$ cat src/rtl/pipe_stream_fifo_if.sv
// Handshake, payload and status bundle of the pixel-pipeline stream FIFO.
// The FIFO uses the slave view; a producer/consumer harness uses the master view.
interface pipe_stream_fifo_if #(
    parameter int DATA_WIDTH = 24,
    parameter int ADDR_WIDTH = 3
);
    logic                  flush;
    logic                  clear_err;
    logic                  in_valid;
    logic [DATA_WIDTH-1:0] in_data;
    logic                  in_ready;
    logic                  out_valid;
    logic [DATA_WIDTH-1:0] out_data;
    logic                  out_ready;
    logic [ADDR_WIDTH:0]   level;
    logic                  almost_full;
    logic                  almost_empty;
    logic                  overflow;
    logic                  underflow;

    modport master (
        output flush, clear_err, in_valid, in_data, out_ready,
        input  in_ready, out_valid, out_data, level,
               almost_full, almost_empty, overflow, underflow
    );

    modport slave (
        input  flush, clear_err, in_valid, in_data, out_ready,
        output in_ready, out_valid, out_data, level,
               almost_full, almost_empty, overflow, underflow
    );
endinterface

$ cat src/rtl/pipe_stream_fifo.sv
// Single-clock first-word-fall-through stream FIFO for pixel words, full-capacity
// storage tracked by an occupancy counter; every output is driven from a register.
module pipe_stream_fifo #(
    parameter int DATA_WIDTH = 24,
    parameter int ADDR_WIDTH = 3,
    parameter int AF_LEVEL   = (2 ** ADDR_WIDTH) - 2,
    parameter int AE_LEVEL   = 1
) (
    input logic               clk_pipe,
    input logic               reset,
    pipe_stream_fifo_if.slave bus
);
    localparam int DEPTH = 2 ** ADDR_WIDTH;
    localparam int LW    = ADDR_WIDTH + 1;

    localparam logic [ADDR_WIDTH-1:0] PTR_ONE  = ADDR_WIDTH'(1);
    localparam logic [ADDR_WIDTH-1:0] PTR_ZERO = ADDR_WIDTH'(0);
    localparam logic [LW-1:0]         LVL_ONE  = LW'(1);
    localparam logic [LW-1:0]         LVL_ZERO = LW'(0);
    localparam logic [LW-1:0]         LVL_FULL = LW'(DEPTH);
    localparam logic [LW-1:0]         LVL_AF   = LW'(AF_LEVEL);
    localparam logic [LW-1:0]         LVL_AE   = LW'(AE_LEVEL);

    generate
        if ((ADDR_WIDTH < 1) || (AE_LEVEL < 0) || (AE_LEVEL >= AF_LEVEL) || (AF_LEVEL > DEPTH)) begin : g_bad_params
            $error("pipe_stream_fifo: need ADDR_WIDTH>=1 and 0<=AE_LEVEL<AF_LEVEL<=DEPTH");
        end
    endgenerate

    logic [DATA_WIDTH-1:0] mem_r [DEPTH];
    logic [ADDR_WIDTH-1:0] wr_ptr_r;
    logic [ADDR_WIDTH-1:0] rd_ptr_r;
    logic [LW-1:0]         level_r;
    logic                  in_ready_r;
    logic                  out_valid_r;
    logic [DATA_WIDTH-1:0] out_data_r;
    logic                  almost_full_r;
    logic                  almost_empty_r;
    logic                  overflow_r;
    logic                  underflow_r;

    logic                  push_s;
    logic                  pop_s;
    logic                  wr_en_s;
    logic [ADDR_WIDTH-1:0] wr_ptr_nxt_s;
    logic [ADDR_WIDTH-1:0] rd_ptr_nxt_s;
    logic [LW-1:0]         level_nxt_s;
    logic [DATA_WIDTH-1:0] out_data_nxt_s;
    logic                  overflow_nxt_s;
    logic                  underflow_nxt_s;

    // Next-state of pointers, occupancy, head word and sticky error flags.
    always_comb begin
        push_s          = bus.in_valid & in_ready_r;
        pop_s           = out_valid_r & bus.out_ready;
        wr_en_s         = push_s & ~bus.flush;
        wr_ptr_nxt_s    = wr_ptr_r;
        rd_ptr_nxt_s    = rd_ptr_r;
        level_nxt_s     = level_r;
        out_data_nxt_s  = out_data_r;
        overflow_nxt_s  = overflow_r;
        underflow_nxt_s = underflow_r;

        if (bus.flush) begin
            wr_ptr_nxt_s = PTR_ZERO;
            rd_ptr_nxt_s = PTR_ZERO;
            level_nxt_s  = LVL_ZERO;
        end else begin
            if (push_s) begin
                wr_ptr_nxt_s = wr_ptr_r + PTR_ONE;
            end else begin
                wr_ptr_nxt_s = wr_ptr_r;
            end
            if (pop_s) begin
                rd_ptr_nxt_s = rd_ptr_r + PTR_ONE;
            end else begin
                rd_ptr_nxt_s = rd_ptr_r;
            end
            case ({push_s, pop_s})
                2'b10:   level_nxt_s = level_r + LVL_ONE;
                2'b01:   level_nxt_s = level_r - LVL_ONE;
                default: level_nxt_s = level_r;
            endcase
        end

        // The head register must see a word written into the slot it is about to expose.
        if (wr_en_s && (wr_ptr_r == rd_ptr_nxt_s)) begin
            out_data_nxt_s = bus.in_data;
        end else begin
            out_data_nxt_s = mem_r[rd_ptr_nxt_s];
        end

        overflow_nxt_s  = (~bus.flush & bus.in_valid & ~in_ready_r) | (overflow_r & ~bus.clear_err);
        underflow_nxt_s = (~bus.flush & bus.out_ready & ~out_valid_r) | (underflow_r & ~bus.clear_err);
    end

    // Control state and registered status outputs.
    always_ff @(posedge clk_pipe or negedge reset) begin
        if (!reset) begin
            wr_ptr_r       <= PTR_ZERO;
            rd_ptr_r       <= PTR_ZERO;
            level_r        <= LVL_ZERO;
            in_ready_r     <= 1'b1;
            out_valid_r    <= 1'b0;
            out_data_r     <= {DATA_WIDTH{1'b0}};
            almost_full_r  <= 1'b0;
            almost_empty_r <= 1'b1;
            overflow_r     <= 1'b0;
            underflow_r    <= 1'b0;
        end else begin
            wr_ptr_r       <= wr_ptr_nxt_s;
            rd_ptr_r       <= rd_ptr_nxt_s;
            level_r        <= level_nxt_s;
            in_ready_r     <= (level_nxt_s != LVL_FULL);
            out_valid_r    <= (level_nxt_s != LVL_ZERO);
            out_data_r     <= out_data_nxt_s;
            almost_full_r  <= (level_nxt_s >= LVL_AF);
            almost_empty_r <= (level_nxt_s <= LVL_AE);
            overflow_r     <= overflow_nxt_s;
            underflow_r    <= underflow_nxt_s;
        end
    end

    // Payload storage; flush leaves contents in place.
    always_ff @(posedge clk_pipe or negedge reset) begin
        if (!reset) begin
            for (int i = 0; i < DEPTH; i++) begin
                mem_r[i] <= {DATA_WIDTH{1'b0}};
            end
        end else if (wr_en_s) begin
            mem_r[wr_ptr_r] <= bus.in_data;
        end
    end

    assign bus.in_ready     = in_ready_r;
    assign bus.out_valid    = out_valid_r;
    assign bus.out_data     = out_data_r;
    assign bus.level        = level_r;
    assign bus.almost_full  = almost_full_r;
    assign bus.almost_empty = almost_empty_r;
    assign bus.overflow     = overflow_r;
    assign bus.underflow    = underflow_r;
endmodule

$ cat src/flat_wrapper.sv
// flat-port wrapper written by rule: the top's interface ports become plain ports
module pipe_stream_fifo_flat 
#(
    parameter int DATA_WIDTH = 24,
    parameter int ADDR_WIDTH = 3,
    parameter int AF_LEVEL   = (2 ** ADDR_WIDTH) - 2,
    parameter int AE_LEVEL   = 1
)
  (clk_pipe, reset, bus_flush, bus_clear_err, bus_in_valid, bus_in_data, bus_out_ready, bus_in_ready, bus_out_valid, bus_out_data, bus_level, bus_almost_full, bus_almost_empty, bus_overflow, bus_underflow);
  pipe_stream_fifo_if #(.DATA_WIDTH(DATA_WIDTH), .ADDR_WIDTH(ADDR_WIDTH)) bus_i ();
  input logic clk_pipe;
  input logic reset;
  input wire logic [$bits(bus_i.flush)-1:0] bus_flush;
  input wire logic [$bits(bus_i.clear_err)-1:0] bus_clear_err;
  input wire logic [$bits(bus_i.in_valid)-1:0] bus_in_valid;
  input wire logic [$bits(bus_i.in_data)-1:0] bus_in_data;
  input wire logic [$bits(bus_i.out_ready)-1:0] bus_out_ready;
  output wire logic [$bits(bus_i.in_ready)-1:0] bus_in_ready;
  output wire logic [$bits(bus_i.out_valid)-1:0] bus_out_valid;
  output wire logic [$bits(bus_i.out_data)-1:0] bus_out_data;
  output wire logic [$bits(bus_i.level)-1:0] bus_level;
  output wire logic [$bits(bus_i.almost_full)-1:0] bus_almost_full;
  output wire logic [$bits(bus_i.almost_empty)-1:0] bus_almost_empty;
  output wire logic [$bits(bus_i.overflow)-1:0] bus_overflow;
  output wire logic [$bits(bus_i.underflow)-1:0] bus_underflow;
  assign bus_i.flush = bus_flush;
  assign bus_i.clear_err = bus_clear_err;
  assign bus_i.in_valid = bus_in_valid;
  assign bus_i.in_data = bus_in_data;
  assign bus_i.out_ready = bus_out_ready;
  assign bus_in_ready = bus_i.in_ready;
  assign bus_out_valid = bus_i.out_valid;
  assign bus_out_data = bus_i.out_data;
  assign bus_level = bus_i.level;
  assign bus_almost_full = bus_i.almost_full;
  assign bus_almost_empty = bus_i.almost_empty;
  assign bus_overflow = bus_i.overflow;
  assign bus_underflow = bus_i.underflow;
  pipe_stream_fifo #(.DATA_WIDTH(DATA_WIDTH), .ADDR_WIDTH(ADDR_WIDTH), .AF_LEVEL(AF_LEVEL), .AE_LEVEL(AE_LEVEL)) u_core (.clk_pipe(clk_pipe), .reset(reset), .bus(bus_i));
endmodule
$ cat config.mk
export PLATFORM = sky130hd
export DESIGN_NAME = pipe_stream_fifo_flat
export DESIGN_NICKNAME = d
export VERILOG_FILES = /design/src/rtl/pipe_stream_fifo_if.sv /design/src/rtl/pipe_stream_fifo.sv /design/src/flat_wrapper.sv
export SDC_FILE = /design/constraint.sdc
export NUM_CORES = 1
export LEC_CHECK = 0
export CAP_MARGIN = 20
export CORE_MARGIN = 8
export CORE_UTILIZATION = 35
export CTS_CLUSTER_SIZE = 12
export DETAILED_ROUTE_END_ITERATION = 6
export GPL_TIMING_DRIVEN = 1
export REMOVE_ABC_BUFFERS = 1
export SLEW_MARGIN = 30
export SYNTH_ARGS = -nofsm -noshare
export SYNTH_HDL_FRONTEND = slang
export SYNTH_SLANG_ARGS = --single-unit
$ cat constraint.sdc
create_clock -name clk_pipe -period 4.3 [get_ports clk_pipe]
set_input_delay 0.43 -clock clk_pipe [delete_from_list [all_inputs] [get_ports clk_pipe]]
set_output_delay 0.43 -clock clk_pipe [all_outputs]
set_load 0.05 [all_outputs]
After elaboration in Yosys (flattened, before gate mapping)
Index checks and enable logic that the tools add are counted.
W data, S select, Z words.

storage, ports and cells
  register bits = 232
  bits of input ports = 30
  output and inout bits = 34

operators by class
  add/subtract/negate cells = 4
  $lt $le $gt $ge = 5
  eq/ne operators = 4
  mux-type cells = 13
  bitwise logic cells = 17
  reduce and logical (&&, ||, !) cells = 4

operator list
  kind                   count
  $bwmux W192            1
  $mux W24               4
  $bmux W24 S3           1
  $demux W24 S3          1
  $mux W3                4
  $and A1 B1 Y1          9
  $ge A4 B4 Y1 const B   2
  $not A3 Y4             2
  $pmux W4 S2            1
  $add A3 B1 Y3 const B  2
  $add A4 B1 Y4 const B  1
  $ge A4 B3 Y1 const B   1
  $le A4 B1 Y1 const B   1
  $lt A4 B1 Y1 const B   1
  $mux W4                1
  $ne A4 B4 Y1 const B   1
  $not A1 Y1             4
  $reduce_bool A4 Y1     1
  $sub A4 B1 Y4 const B  1
  $eq A3 B3 Y1           1
  $eq A2 B1 Y1 const B   1
  $eq A2 B2 Y1 const B   1
  $logic_and A1 B1 Y1    2
  $or A1 B1 Y1           2
  $reduce_bool A2 Y1     1

Logic depth before layout (Yosys ltp)
Gate-level depths: netlist of run 1.

  word-level depth = 8
  depth in mapped cells = 11

Worst setup path before layout of run 1
OpenSTA, ideal clock, no wires.

  path kind = flip-flop to flip-flop
  start point = reg u_core.out_valid_r (netlist: u_core.bus.out_valid)
  end point = reg u_core.in_ready_r (netlist: u_core.bus.in_ready)
  library setup time = 92 ps
  arrival time = 3216 ps
  slack = 992 ps
  stages on the path, launching flop included = 12
  buffers on the path = 2
  cells stage by stage = dfrtp_1 and2_1 buf_2 clkbuf_1 ha_1 xor2_1 ha_1 a21oi_1 xnor2_1 a21boi_0 o41ai_1 or3b_2

between the ends
  word-level cells in the longest chain between the ends = 5

RTL lines
  element                                       line                     source
  start: declaration                            pipe_stream_fifo.sv:35   logic out_valid_r;
  start signal: assignment                      pipe_stream_fifo.sv:115  out_valid_r <= (level_nxt_s != LVL_ZERO);
  $and A1 B1 Y1 (*)                             pipe_stream_fifo.sv:55   pop_s = out_valid_r & bus.out_ready;
  $eq A2 B1 Y1 or $eq A2 B2 Y1 (tied branches)  pipe_stream_fifo.sv:79   case ({push_s, pop_s})
  $pmux W4 S2 (*)                               pipe_stream_fifo.sv:79
  $mux W4 (*)                                   pipe_stream_fifo.sv:64   if (bus.flush) begin
  $ne A4 B4 Y1 (*)                              pipe_stream_fifo.sv:114  in_ready_r <= (level_nxt_s != LVL_FULL);
  end signal: assignment                        pipe_stream_fifo.sv:114
  end: declaration                              pipe_stream_fifo.sv:34   logic in_ready_r;

Every way passes the cells marked *; elsewhere a longest branch is shown, timed or not.
A chain may end at the register's enable or synchronous reset.

Worst setup path after layout of run 1
  start point = reg u_core.rd_ptr_r[0]
  end point = reg u_core.out_data_r[10] (netlist: u_core.bus.out_data[10])

between the ends
  word-level cells in the longest chain between the ends = 8

RTL lines
  element                                       line                     source
  start: declaration                            pipe_stream_fifo.sv:32   logic [ADDR_WIDTH-1:0] rd_ptr_r;
  start signal: assignment                      pipe_stream_fifo.sv:112  rd_ptr_r <= rd_ptr_nxt_s;
  $add A3 B1 Y3                                 pipe_stream_fifo.sv:75   rd_ptr_nxt_s = rd_ptr_r + PTR_ONE;
  $mux W3 (*)                                   pipe_stream_fifo.sv:74   if (pop_s) begin
  $mux W3 (*)                                   pipe_stream_fifo.sv:64
  $not A3 Y4 (not written as such)              pipe_stream_fifo.sv:90   out_data_nxt_s = mem_r[rd_ptr_nxt_s];
  $bmux W24 S3                                  pipe_stream_fifo.sv:90
  $mux W24 (not written as such) (2 in series)  pipe_stream_fifo.sv:90
  $mux W24 (*)                                  pipe_stream_fifo.sv:87   if (wr_en_s && (wr_ptr_r == rd_ptr_nxt_s)) begin
  net u_core.out_data_nxt_s[10]                 pipe_stream_fifo.sv:48   logic [DATA_WIDTH-1:0] out_data_nxt_s;
  end signal: assignment                        pipe_stream_fifo.sv:105  out_data_r <= {DATA_WIDTH{1'b0}};
  end signal: assignment                        pipe_stream_fifo.sv:116  out_data_r <= out_data_nxt_s;
  end: declaration                              pipe_stream_fifo.sv:36   logic [DATA_WIDTH-1:0] out_data_r;

Mark *: on every way through the listed nets, which the timed path passes. The rest lies on a longest branch. The select of a mux whose other input is x is not followed.

==> results of run 1 <==
==> cell families after synthesis <==
| kind of cell | Yosys count | share of synthesized area |
|---|---|---|
| compound gates | 352 | 0.225 |
| flops | 232 | 0.511 |
| mux | 145 | 0.148 |
| buf+inv | 138 | 0.0503 |
| simple gates | 136 | 0.0530 |
| xor+xnor | 9 | 0.00694 |
| fa+ha+maj | 5 | 0.00551 |
==> area by class of cell <==
class	instances	area [sq um]
timing repair buffer	97	906
clock buffer	37	773
fill	3099	19000
clock inverter	8	68.8
tap	442	553
sequential	232	5810
multi-input combinational	647	5040
inverter	38	145
==> path summary, 6_finish.rpt <==
kind / startpoint / endpoint
setup / recovery: u_core.rd_ptr_r[0] / u_core.bus.out_data[10]
hold / removal: u_core.mem_r[180] / u_core.mem_r[180]
setup reg to reg: u_core.rd_ptr_r[0] / u_core.bus.out_data[10]
hold reg to reg: u_core.mem_r[180] / u_core.mem_r[180]
max in group asynchronous: reset / u_core.mem_r[59]
min in group asynchronous: reset / u_core.bus.underflow
==> cells in the mapped netlist, drive strengths merged (2+ instances only) <==
cell type,count,share of area
nand3b,2,0.0013
xor2,4,0.0031
buf,29,0.014
nand3,4,0.0018
ha,5,0.0055
inv,38,0.013
nor2b,2,0.0011
dfstp,2,0.0046
a21boi,3,0.0023
a2111oi,23,0.028
o32ai,2,0.0015
nor3b,3,0.0029
clkbuf,71,0.023
and3,2,0.0011
and2,2,0.0011
mux2i,29,0.027
xnor2,5,0.0039
nor2,11,0.0036
o211ai,143,0.094
o2111ai,4,0.0031
o21ai,102,0.046
mux2,116,0.12
nor3,2,0.00088
nand4,2,0.0017
a21oi,3,0.0013
a211oi,69,0.046
dfrtp,230,0.51
nand2,101,0.033
==> sequential cells by signal, summed over array words and instances (netlist names) <==
register,cells
u_core.bus.almost_full,1
u_core.mem_r,192
u_core.bus.out_valid,1
u_core.rd_ptr_r,3
u_core.bus.almost_empty,1
u_core.bus.in_ready,1
u_core.bus.overflow,1
u_core.bus.level,4
u_core.bus.underflow,1
u_core.wr_ptr_r,3
u_core.bus.out_data,24
==> power by group through the flow <==
stage	sequential (W)	clock, W	combinational, W
6_report	0.00305	0.00217	0.00220
5_1_grt	0.00312	0.00233	0.00240
4_1_cts	0.00305	0.00224	0.00222
3_5_place_dp	0.00308	0	0.00222
3_3_place_gp	0.00307	0	0.00219
2_1_floorplan	0.00346	0	0.00101
==> layout by cell type (no fill, tap or decap), types with 2 or more instances in the layout <==
cell	n
nand3_1	4
o211ai_1	143
nor2b_1	2
xor2_1	4
a2111oi_2	19
nand2_1	101
nor3_1	2
o21ai_0	100
nor2_2	2
a211oi_1	69
clkbuf_8	6
mux2_4	19
clkinv_2	6
mux2i_1	28
mux2_2	97
a2111oi_0	4
o2111ai_1	4
clkbuf_16	27
nor2_1	9
clkdlybuf4s50_1	62
and3_1	2
dfrtp_1	230
buf_4	32
dfstp_2	2
xnor2_1	5
nand3b_1	2
o32ai_1	2
ha_1	5
inv_1	34
clkbuf_1	4
inv_2	3
a21oi_1	3
a21boi_0	2
nor3b_4	2
==> per-layer routing <==
| layer | global-route usage | vias up | part of all wire |
|---|---|---|---|
| met5 | 0 | - | 0 |
| li1 | - | 3829 | - |
| met1 | 0.222 | 4169 | 0.46 |
| met3 | 0.0278 | 45 | 0.055 |
| met2 | 0.261 | 204 | 0.47 |
| met4 | 0.0458 | 0 | 0.021 |
==> worst reg2reg max path: stages, from the launching register on <==
cell	delay [ns]
dfrtp_1	0.44
ha_1	0.31
and3_1	0.15
o21ai_2	0.62
inv_2	0.09
xnor2_1	0.19
nand4_2	0.50
buf_4	0.43
mux2i_1	0.15
==> metrics by stage <==
stage	setup WS [ns]	total power, W	util	area, sq um	cells
floorplan	0.136	0.00447	-	10900	917
global placement	0.856	0.00526	0.385	12400	1455
detailed placement	0.809	0.00529	0.385	12400	1455
CTS	1.25	0.00751	0.412	13300	1501
global route	1.15	0.00785	0.412	13300	1501
finish	1.28	0.00741	0.412	13300	1501
==> summary.txt, run 1 <==
Status = completed
Sequential Power Share = 0.411
Maximum vdd drop = 0.267 mV
Placer Congestion = 0.772
Total number of vias = 8247
Clock Sinks = 232
Crit-path max cell delay = 0.62 ns
CP Capture Type = flop
Mean Syn Cell Area = 11.2 sq um
Critical path buffers and inverters = 2
Arrival time worst endpoint = 3.41 ns
Sequential fraction of the synthesis area = 0.511
Count of pins over their slew limit = 0
Row cnt = 66
Sw Pwr = 0.00259 W
Crit-path leading delay family = simple AND/OR/NAND/NOR gates
Netlist cell types = 49
H-tree levels = 1
First-pass GRT wire length = 50500 um
CTS Hold Bufs = 1
PwrDens = 558 nW/um^2
CTS buffer count = 26
Port Buffers = 63
Residual DRC count = 0
Vias in the first global route = 8783
# resized after CTS = 0
Maximum clock path buffer count = 3
DIE AREA = 38500 sq um
Unrepaired setup endpoints after global routing = false
Internal power = 0.00483 W
Worst-Margin Slew = 0.890 ns
# diodes = 0
Levels on crit path = 8
Worst hold stages = 2
DRT Pass-1 Iters = 5
Comb pwr share = 0.296
Setup tns final = 0 ns
IO Count = 64
Maxcap violations = 0
Post-synth EDFFs = 0
Clock transition at path regs = 0.06 ns
Buffer count from post-CTS setup fixing = 0
Via density = 5.49
Ys flop type = dfrtp_1
GRT overflow = 0
Register bit total from synthesis = 232
Area growth syn-to-layout = 17.0%
Share of layout cells above drive strength 1 = 0.219
Slowest cell on the critical path = o21ai_2
Clock share of power = 0.293
NumNets Final = 1077
CTS tree = yes
Leakage Power = 5.69 nW
Depth of the most critical reg-to-reg path = 8
HPWL Detailed = 17900 um
Hold Path Class = flop to flop
Crit-path cells = ha_1, and3_1, o21ai_2, inv_2, xnor2_1, nand4_2, buf_4, mux2i_1
Fin crit share = 0.702
Die height = 196 um
Largest net degree at the start of global routing = 95
Die X = 196 um
Drt initial violations = 664
Ys async rst share = 1.00
GR Util All Layers = 0.162
Setup-failing EPs final = 0
Setup crit start kind = flop
R2r setup slk = 1.28 ns
WS Path Type = flop to flop
Crit Path Max Fanout = 13
Switch share = 0.349
Core footprint = 32300 sq um
Worst EP required = 4.69 ns
Clock skew = 0.00873 ns
Initial Util = 0.352
Fmax = 331 MHz
Post-DR wirelength/cell = 20.5 um
ANT nets after route = 0
Period minus WS final = 3.02 ns
Relative slew slack = 0.407
Synth Instances = 1017
Final hold vios = 0
Synth warnings = 0
Root Driver = clkbuf_16
Worst hold margin = 0.481 ns
Antenna violations before repair = 0
Later-pin clock latency in the skew report = 0.53 ns
Mapped Area = 11400 sq um
Final WL = 30800 um
Power figures use the tool's default switching activity.
==> run 2: changes to the inputs <==
clock period = 3.15 ns   (was 4.3 ns; I/O delays follow)
==> summary.txt, run 2 (synthesis gave the netlist of run 1 again) <==
Final core occ = 0.415
CP Capture Type = flop
Fin crit share = 0.860
Die height = 196 um
Filler cells = 3069
Count of pins over their slew limit = 0
WS Path Type = flop to flop
GR Util All Layers = 0.160
Commonest non-fill, non-tap cells in the layout = dfrtp_1 (230), o211ai_1 (143), nand2_1 (101)
Status = completed
PwrDens = 756 nW/um^2
Period minus WS final = 2.71 ns
Core footprint = 32300 sq um
GRT overflow = 0
IO Count = 64
Via density = 5.53
Worst EP required = 3.58 ns
Area growth syn-to-layout = 18.0%
Buffer count from post-CTS setup fixing = 0
Relative slew slack = 0.408
Maximum vdd drop = 0.327 mV
Initial Util = 0.352
Setup-failing EPs final = 0
Clock Sinks = 232
Post-DR wirelength/cell = 20.7 um
Top reg by flops = u_core.mem_r
Worst-Margin Slew = 0.888 ns
Maxcap violations = 0
DRT Pass-1 Iters = 7
DIE AREA = 38500 sq um
First-pass GRT wire length = 49800 um
Later-pin clock latency in the skew report = 0.52 ns
Largest net degree at the start of global routing = 93
Largest register FFs = 192
Fmax = 369 MHz
ANT nets after route = 0
Port Buffers = 63
Arrival time worst endpoint = 3.14 ns
Setup crit start kind = flop
Final hold vios = 0
HPWL Detailed = 18300 um
Hold Path Class = primary input to flop
Residual DRC count = 0
Share of layout cells above drive strength 1 = 0.223
Die X = 196 um
Root Driver = clkbuf_16
H-tree levels = 1
Design Power = 0.0101 W
Clock skew = 0.00991 ns
# diodes = 0
Unrepaired setup endpoints after global routing = false
Final WL = 31100 um
Total number of vias = 8335
Crit Path Max Fanout = 5
Most common cell after layout, fill and taps aside = dfrtp_1
Antenna violations before repair = 1
Maximum clock path buffer count = 3
CTS tree = yes
Vias in the first global route = 8562
CTS buffer count = 25
NumNets Final = 1086
Clock transition at path regs = 0.06 ns
Row cnt = 66
Placer Congestion = 0.760
Drt initial violations = 592
Leakage Power = 5.73 nW
==> run 2: changes by cell type in the layout (fill, tap and decap cells not counted), sizes merged <==
cell    previous run  this run
buf               34        44
bufinv             1         2
clkinv             7         1
clkbuf            37        38
==> run 2: cell type report <==
class                      instances  area [sq um]  share of cell area
multi-input combinational        647          5040               0.376
clock buffer                      38           754              0.0563
timing repair buffer             107          1040              0.0778
clock inverter                     3          65.1             0.00485
tap                              442           553              0.0413
inverter                          38           145              0.0108
sequential                       232          5810               0.433
==> run 2: critical path: stages, from the launching register on <==
cell	delay, ns
dfstp_2	0.57
nand2_1	0.08
ha_1	0.21
xor2_1	0.17
ha_1	0.19
a21oi_1	0.14
xnor2_1	0.16
a21boi_0	0.18
o41ai_1	0.44
or3b_2	0.47
==> run 2: stage by stage <==
step                hold slack (ns)  TNS, ns  cells  area (sq um)  setup slack, ns
finish                        0.394        0   1507         13400            0.440
global route                  0.402        0   1507         13400            0.266
CTS                           0.380        0   1507         13400            0.434
detailed placement            0.385        0   1465         12600            0.171
global placement              0.390        0   1465         12600            0.224
floorplan                    0.0194   -22.63    917         10900            -1.01
==> run 2: report_power, final <==
part	switching [W]	total (W)	internal, W
sequential	0.000409	0.00413	0.00372
combinational	0.00195	0.00307	0.00113
clock	0.00114	0.00294	0.00179
==> run 2: worst paths after layout <==
kind,startpoint,to,slack [ns],depth (start not counted)
worst max-delay path,u_core.bus.in_ready,u_core.bus.in_ready,0.44,9
worst min-delay path,bus_clear_err,u_core.bus.overflow,0.39,2
worst max register to register,u_core.bus.in_ready,u_core.bus.in_ready,0.44,9
worst min register to register,u_core.mem_r[75],u_core.mem_r[75],0.48,2
max in group asynchronous,reset,u_core.mem_r[73],1.84,3
min in group asynchronous,reset,u_core.bus.level[0],0.42,2
==> run 2: layer usage <==
layer  track usage  vias up  wire length [um]  part of all wire
met5             0        -                13           0.00042
met4        0.0460        2               667             0.021
met3        0.0255       59              1670             0.054
met2         0.263      221             14700              0.47
met1         0.216     4216             14100              0.45
li1              -     3837                 -                 -
==> run 2: repair_timing <==
action	CTS	global route
resized for setup	0	0
hold buffers	1	0
hold endpoints to repair	86	0
==> run 3: changes to the inputs <==
CTS_BUF_LIST = sky130_fd_sc_hd__clkbuf_2 sky130_fd_sc_hd__clkbuf_4 sky130_fd_sc_hd__clkbuf_8   (was unset)
==> summary.txt, run 3 (synthesis gave the netlist of run 1 again) <==
Clock transition at path regs = 0.06 ns
Arrival time worst endpoint = 3.14 ns
GR Util All Layers = 0.163
Unrepaired setup endpoints after global routing = false
Clock share of power = 0.293
# resized after CTS = 0
Die X = 196 um
Vias in the first global route = 8654
Root Driver = clkbuf_8
RR Startpoint = u_core.bus.in_ready
Residual DRC count = 0
WS Path Type = flop to flop
Hold Path Class = primary input to flop
Switch share = 0.351
Commonest non-fill, non-tap cells in the layout = dfrtp_1 (230), o211ai_1 (143), nand2_1 (101)
Worst-Margin Slew = 0.892 ns
Final hold vios = 0
Later-pin clock latency in the skew report = 0.54 ns
Post-DR wirelength/cell = 20.4 um
Drt initial violations = 607
Count of pins over their slew limit = 0
GRT overflow = 0
Worst EP required = 3.61 ns
CTS tree = yes
DRT Pass-1 Iters = 5
Clock Sinks = 232
Relative slew slack = 0.405
IO Count = 64
Maxcap violations = 0
HPWL Detailed = 18300 um
Depth of the most critical reg-to-reg path = 9
Area growth syn-to-layout = 18.5%
Via density = 5.48
Initial Util = 0.352
Layout Cells excl Fill = 1537
Sw Pwr = 0.00358 W
Crit-path max cell delay = 0.57 ns
Share of layout cells above drive strength 1 = 0.248
Comb pwr share = 0.302
Filler cells = 3058
PwrDens = 756 nW/um^2
Levels on crit path = 9
Area of the multi-input gates = 5040 sq um
CTS buffer count = 39
Maximum vdd drop = 0.331 mV
DIE AREA = 38500 sq um
Placer Congestion = 0.760
Sequential Power Share = 0.406
Slowest cell on the critical path = dfstp_2
Setup crit end = u_core.bus.in_ready
Status = completed
Internal power = 0.00661 W
First-pass GRT wire length = 50400 um
Setup tns final = 0 ns
Crit-path leading delay family = compound AO/OA/AOI/OAI gates
Crit-path cells = nand2_1, ha_1, xor2_1, ha_1, a21oi_1, xnor2_1, a21boi_0, o41ai_1, or3b_2
Top reg by flops = u_core.mem_r
Buffer count from post-CTS setup fixing = 0
Crit Path Max Fanout = 5
H-tree levels = 2
Largest net degree at the start of global routing = 93
Clock skew = 0.0187 ns
Core footprint = 32300 sq um
Final WL = 31400 um
CP Capture Type = flop
Setup-failing EPs final = 0
Row cnt = 66
Maximum clock path buffer count = 3
Leakage Power = 5.80 nW
Fmax = 374 MHz
Die height = 196 um
Seq. cell area = 5810 sq um
ANT nets after route = 0
Period minus WS final = 2.67 ns
Port Buffers = 63
Inst Count DP = 1465
CP dominant cell by count = ha_1
Critical path launch point = u_core.bus.in_ready
Total number of vias = 8423
# diodes = 0
Worst reg2reg path endpoint = u_core.bus.in_ready
NumNets Final = 1100
Most common cell after layout, fill and taps aside = dfrtp_1
R2r setup slk = 0.48 ns
Fin crit share = 0.849
Critical path buffers and inverters = 0
Antenna violations before repair = 1
CTS Hold Bufs = 1
Setup crit start kind = flop
Largest register FFs = 192
[run 3: cell count changes in the layout (fill, tap and decap cells not counted)]
cell / delta
clkbuf_16: -25
inv_6: +1
clkinvlp_4: +1
clkinv_2: +1
clkbuf_4: +16
clkbuf_8: +41
clkbuf_1: -5
[run 3: cell type report]
| class | instances | share of cell area |
|---|---|---|
| flip-flops and latches | 232 | 0.431 |
| multi-input cells | 647 | 0.374 |
| repair buffers | 107 | 0.0775 |
| clock buffers | 65 | 0.0590 |
| well taps | 442 | 0.0411 |
| inverters | 38 | 0.0108 |
| clock inverters | 6 | 0.00641 |
[run 3: how the worst min path moves through the flow]
stage	from	to	slack (ns)	cells after the start
6_report	bus_clear_err	u_core.bus.overflow	0.36	2
5_1_grt	bus_clear_err	u_core.bus.underflow	0.36	2
4_1_cts	bus_clear_err	u_core.bus.overflow	0.35	2
3_5_place_dp	reset	u_core.bus.level[3]	0.38	1
3_3_place_gp	reset	u_core.bus.level[3]	0.39	1
2_1_floorplan	reset	u_core.bus.almost_full	0.02	0
[run 3: power by group through the flow]
stage	logic (W)	clock network, W	registers (W)
floorplan	0.00138	0	0.00472
global placement	0.00305	0	0.00416
detailed placement	0.00309	0	0.00417
CTS	0.00311	0.00307	0.00413
global route	0.00335	0.00319	0.00421
finish	0.00307	0.00298	0.00413
[run 3: routing by layer]
metal / vias up / routed length (um) / GRT usage
met5: - / 13 / 0
met4: 2 / 677 / 0.0455
met3: 58 / 1570 / 0.0310
met2: 203 / 14800 / 0.266
met1: 4277 / 14300 / 0.219
li1: 3883 / - / -
[run 3: metrics by stage]
step	utilization	setup slack (ns)	total power, W	hold WS (ns)	area, sq um
global route	0.417	0.294	0.0108	0.364	13500
CTS	0.417	0.470	0.0103	0.350	13500
finish	0.417	0.477	0.0102	0.362	13500
global placement	0.389	0.224	0.00721	0.390	12600
floorplan	-	-1.01	0.00610	0.0194	10900
detailed placement	0.389	0.171	0.00726	0.385	12600
